===== src/rtl/regfile_pkg.sv =====
// Shared constants and payload types for the integer register file writeback path.
package regfile_pkg;

   localparam int unsigned XLEN = 32;
   localparam int unsigned NREG = 32;
   localparam int unsigned AW   = $clog2(NREG);

   typedef logic [AW-1:0]   reg_idx_t;
   typedef logic [XLEN-1:0] xlen_t;

   // One regfile write-port transaction
   typedef struct packed {
      logic     we;
      reg_idx_t rd;
      xlen_t    data;
   } wb_req_t;

endpackage


===== src/rtl/regfile_wb_sched_rr_arbiter.sv =====
// N-way round-robin arbiter: one-hot grant starting at the rotating pointer,
// pointer moves past the winner whenever a grant is issued.
module rr_arbiter #(
   parameter int unsigned N = 3
) (
   input  logic         clk_i,
   input  logic         rst_i,
   input  logic [N-1:0] req_i,
   output logic [N-1:0] gnt_c_o
);

   localparam int unsigned PW = (N > 1) ? $clog2(N) : 1;

   logic [PW-1:0] ptr_q, ptr_d;
   logic [PW-1:0] cand_c, win_c;
   logic          found_c;

   // Scan from ptr_q upward with wrap; first requester wins
   always_comb begin
      gnt_c_o = '0;
      cand_c  = '0;
      win_c   = '0;
      found_c = 1'b0;
      ptr_d   = ptr_q;
      for (int unsigned i = 0; i < N; i++) begin
         cand_c = PW'((32'(ptr_q) + i) % N);
         if (!found_c && req_i[cand_c]) begin
            found_c = 1'b1;
            win_c   = cand_c;
         end
      end
      if (found_c) begin
         gnt_c_o[win_c] = 1'b1;
         ptr_d = (32'(win_c) == N - 1) ? '0 : win_c + PW'(1);
      end
   end

   always_ff @(posedge clk_i) begin
      if (rst_i) begin
         ptr_q <= '0;
      end else begin
         ptr_q <= ptr_d;
      end
   end

endmodule


===== src/rtl/regfile_wb_sched.sv =====
// Writeback scheduler + scoreboard for the 32x32 integer regfile.
// Optional operand bypass from the write-port register: REGFILE_WB_BYPASS_EN.
module regfile_wb_sched
   import regfile_pkg::*;
#(
   parameter int unsigned NUM_SRC = 3
) (
   input  logic                      clk,
   input  logic                      rst,
   input  logic [NUM_SRC-1:0]        src_valid,
   input  logic [NUM_SRC*AW-1:0]     src_rd,
   input  logic [NUM_SRC*XLEN-1:0]   src_data,
   output logic [NUM_SRC-1:0]        src_ready,
   input  logic                      iss_valid,
   input  reg_idx_t                  iss_rs1,
   input  reg_idx_t                  iss_rs2,
   input  reg_idx_t                  iss_rd,
   input  logic                      iss_rd_we,
   output logic                      iss_ready,
   output logic                      rf_we,
   output reg_idx_t                  rf_rd,
   output xlen_t                     rf_wdata,
`ifdef REGFILE_WB_BYPASS_EN
   output logic                      byp_rs1_hit,
   output logic                      byp_rs2_hit,
   output xlen_t                     byp_data,
`endif
   output logic [NREG-1:0]           busy
);

   logic [NUM_SRC-1:0] req_c, gnt_c;
   logic               hs_c;
   reg_idx_t           sel_rd_c;
   xlen_t              sel_data_c;
   wb_req_t            wb_d, wb_q;
   logic [NREG-1:0]    busy_q, busy_d, set_c, clr_c, haz_c;

   // Grants are withheld while in reset so nothing handshakes then
   assign req_c = rst ? '0 : src_valid;

   rr_arbiter #(.N(NUM_SRC)) u_arb (
      .clk_i   (clk),
      .rst_i   (rst),
      .req_i   (req_c),
      .gnt_c_o (gnt_c)
   );

   assign src_ready = gnt_c;

   // Steer the granted slice onto the write port
   always_comb begin
      hs_c       = |gnt_c;
      sel_rd_c   = '0;
      sel_data_c = '0;
      for (int unsigned i = 0; i < NUM_SRC; i++) begin
         if (gnt_c[i]) begin
            sel_rd_c   = src_rd[i*AW +: AW];
            sel_data_c = src_data[i*XLEN +: XLEN];
         end
      end
      wb_d.we   = hs_c && (sel_rd_c != '0);
      wb_d.rd   = hs_c ? sel_rd_c   : wb_q.rd;
      wb_d.data = hs_c ? sel_data_c : wb_q.data;
   end

   // Scoreboard update; a same-cycle set overrides the clear
   always_comb begin
      set_c = '0;
      clr_c = '0;
      if (iss_valid && iss_ready && iss_rd_we && (iss_rd != '0)) begin
         set_c[iss_rd] = 1'b1;
      end
      if (wb_d.we) begin
         clr_c[wb_d.rd] = 1'b1;
      end
      busy_d    = (busy_q & ~clr_c) | set_c;
      busy_d[0] = 1'b0;
   end

   always_ff @(posedge clk) begin
      if (rst) begin
         wb_q   <= '0;
         busy_q <= '0;
      end else begin
         wb_q   <= wb_d;
         busy_q <= busy_d;
      end
   end

`ifdef REGFILE_WB_BYPASS_EN
   // In-flight write is forwarded, so the register is free one cycle earlier
   assign haz_c       = busy_q;
   assign byp_rs1_hit = wb_q.we && (wb_q.rd == iss_rs1);
   assign byp_rs2_hit = wb_q.we && (wb_q.rd == iss_rs2);
   assign byp_data    = wb_q.data;
`else
   logic [NREG-1:0] retire_q;

   // Register stays hazardous while its regfile write is still in flight
   always_ff @(posedge clk) begin
      if (rst) begin
         retire_q <= '0;
      end else begin
         retire_q <= clr_c;
      end
   end

   assign haz_c = busy_q | retire_q;
`endif

   assign busy      = haz_c;
   assign iss_ready = !rst && !(haz_c[iss_rs1] || haz_c[iss_rs2] ||
                                (iss_rd_we && haz_c[iss_rd]));

   assign rf_we    = wb_q.we;
   assign rf_rd    = wb_q.rd;
   assign rf_wdata = wb_q.data;

endmodule


===== config.mk =====
export PLATFORM = sky130hd
export DESIGN_NAME = regfile_wb_sched
export DESIGN_NICKNAME = d
export VERILOG_FILES = /design/src/rtl/regfile_pkg.sv /design/src/rtl/regfile_wb_sched_rr_arbiter.sv /design/src/rtl/regfile_wb_sched.sv
export SDC_FILE = /design/constraint.sdc
export NUM_CORES = 1
export LEC_CHECK = 0
export CORE_MARGIN = 5
export CORE_UTILIZATION = 35
export DETAILED_ROUTE_END_ITERATION = 7
export PLACE_DENSITY = 0.65
export SYNTH_ARGS = -nofsm -noshare
export SYNTH_HDL_FRONTEND = slang
export SYNTH_SLANG_ARGS = --single-unit
export TNS_END_PERCENT = 5

===== constraint.sdc =====
create_clock -name clk -period 5.6 [get_ports clk]
set_clock_uncertainty 0.15 [all_clocks]
set_input_delay 1.68 -clock clk [delete_from_list [all_inputs] [get_ports clk]]
set_output_delay 1.68 -clock clk [all_outputs]
set_load 0.005 [all_outputs]

==> impl_metrics.tcl <==
set metrics [dict create \
    outcome "complete, no violations" \
    cp.arrival_ps 3700 \
    drtPass1Iterations 5 \
    clock_sinks 103 \
    gp_congestion 0.932 \
    synth_area_leaders "dfxtp_1, nor2_1, mux4_2, a221oi_1, a22oi_1" \
    routedWlPerCell_um 19.1 \
    synthFlopType "dfxtp_1" \
    vias 6070 \
    place_area_mm2 0.00821 \
    core_area_mm2 0.0159 \
    synth_cell_type_count 76 \
    holdWs_ps 315 \
    maxSlewViolCount 0 \
    rsz0062_at_grt "false" \
    grtUsageTotal 0.226 \
    fin_area_mm2 0.00864 \
    async_flop_share 0 \
    p_leak_nw 3.34 \
    crit_path_start_kind "primary input" \
    synth_edf_count 0 \
    nNetsFinal 1049 \
    finalCriticalPeriod_ps 5530 \
    timing.rr.start "u_arb.ptr_q[0]" \
    cts_buffers 9 \
    synth_adder_area_share 0.00663 \
    fmax_mhz 181 \
    finalCritPeriodShare 0.987 \
    grt_pass1_vias 5922 \
    htree_levels 3 \
    die_area_mm2 0.0188 \
    cts_hold_buf 0 \
    clock_latency_ps 340 \
    synth_xor_area_frac 0 \
    fp-row-count 46 \
    grt_pass1_wl_mm 32.7 \
    dp_hpwl_mm 17.0 \
    worstHoldPathType "reg2reg" \
    antenna_found_initial 0 \
    avgSynthCellArea_um2 8.29 \
    synth_compound_area_frac 0.273 \
    netlist_instances 683 \
    ys_seq_area_frac 0.364 \
    overflow 0 \
    synth_top_family_by_area "compound AO/OA/AOI/OAI gates" \
    syn_to_final_growth_pct 52.6 \
    synth.top_cell.area_share 0.364 \
    worst-setup-path-type "in2out" \
    dieWidth_um 137 \
    vdd_drop_max_mv 0.263 \
    initial_core_util 0.357 \
    finalSetupViolCount 0 \
    synth_area_mm2 0.00566 \
    grt_max_degree 71 \
    synth_area_leader_cell "dfxtp_1" \
    maxSlewHeadroom 0.456 \
    antenna_left 0 \
    startpoint "src_valid[1]" \
    clk_pin_slew_ps 70 \
    vias_per_cell 5.35 \
    diodes 0 \
    cp.required_ps 3770 \
    synth_mux_area_frac 0.0749 \
    ys.warnings.count 0 \
    critPathCaptureType "primary output" \
    worstPathMaxFanout 4 \
    tightest_slew_ps 814 \
    synth.ff_latch_count 103 \
    ioPinCount 207 \
    die_h_um 137 \
    syn-num-nets 819 \
    drive_gt1_frac 0.138 \
    dr.first_iter.drc_count 483 \
    hold_start "busy_q[12]" \
    drt_wl_total_mm 21.7 \
    finalPower_mw 4.29 \
    drv_cap 0 \
    hold_violations 0 \
    place.port_buffers 206 \
    cts_root_buffer "clkbuf_16" \
    drcViolationCount 0 \
    powerDensity_mw_per_mm2 496 \
    clk_path_buf_depth 2 \
    synth_simple_gate_area_share 0.211 \
    cts_tree "done" \
]
[cells by family after synthesis]
logic type | after synthesis
other cells | 1
compound gates | 204
mux | 23
buf+inv | 96
simple gates | 253
flops | 103
fa+ha+maj | 3
[flip-flops by register name, summed over array words and instances, names as in the netlist]
| signal | flops |
|---|---|
| retire_q | 32 |
| rf_wdata | 32 |
| busy_q | 31 |
| rf_rd | 5 |
| u_arb.ptr_q | 2 |
| rf_we | 1 |
[layout by cell type, fill, tap and decap left out, drive strengths merged, types with 5 or more instances in the layout]
cell | netlist | layout
a21oi | 41 | 41
mux2 | 5 | 5
o31ai | 12 | 12
a211oi | 11 | 11
or2 | 12 | 12
a22oi | 35 | 35
nand2b | 6 | 6
nand2 | 18 | 18
dfxtp | 103 | 103
nand4 | 6 | 6
nor3 | 20 | 20
a21o | 5 | 5
a221oi | 33 | 33
nor2 | 149 | 149
buf | 19 | 60
clkbuf | 25 | 11
nand3 | 18 | 18
o21ai | 21 | 21
inv | 49 | 49
mux4 | 15 | 15
clkdlybuf4s50 | 0 | 199
o32ai | 19 | 19
[final timing paths]
path / end / slack (ps) / cells after the start
worst max register to register: busy_q[8] / 1510 / 14
worst min-delay path: busy_q[12] / 310 / 2
worst max-delay path: src_ready[1] / 70 / 8
worst min register to register: busy_q[12] / 310 / 2
[power breakdown]
| group | switching (mW) | internal (mW) |
|---|---|---|
| Clock | 0.275 | 0.415 |
| Combinational | 1.41 | 1.14 |
| Sequential | 0.107 | 0.939 |
[synth_stat cells (15+ instances only)]
library cell  number
a21oi_1           41
a221oi_1          32
a22oi_1           35
clkbuf_1          25
dfxtp_1          103
inv_1             48
mux4_2            15
nand2_1           18
nand3_1           16
nor2_1           147
nor3_1            19
o21ai_0           17
o32ai_1           18
[repair_timing]
action	in CTS	in global routing
pin swaps	1	2
gates cloned	1	0
setup buffers	2	0
resized for setup	25	5
endpoints found under the setup margin	4	4
[worst max-delay path, stage by stage]
cell             delay [ps]
clkdlybuf4s50_1         470
a22oi_1                 280
a21oi_2                 130
buf_4                   170
o31ai_4                 270
nor2_4                  100
and2_4                  160
clkdlybuf4s50_1         430
[routing by layer]
metal / vias to the layer above / track usage / wire (µm)
li1: 2960 / - / -
met1: 2798 / 0.290 / 9140
met3: 34 / 0.0592 / 2040
met4: 0 / 0.0593 / 457
met5: - / 0 / 0
met2: 278 / 0.379 / 10100
[area by class of cell]
type,count,area (µm²)
flip-flops and latches,103,2060
repair buffers,263,2510
clock buffers,11,253
clock inverters,5,80.1
fillers,1503,7240
multi-input cells,484,3270
inverters,52,199
well taps,216,270
[metrics by stage]
stage | instances | setup TNS, ps | worst slack [ps] | util
after global placement | 1115 | -867 | -810 | 0.517
after detailed placement | 1115 | -925 | -838 | 0.517
after global routing | 1134 | 0 | 4.13 | 0.544
final | 1134 | 0 | 74.3 | 0.544
after CTS | 1134 | 0 | 2.38 | 0.543
after floorplan | 683 | 0 | 104 | -
Note: power is estimated with default switching activity, not from simulation.
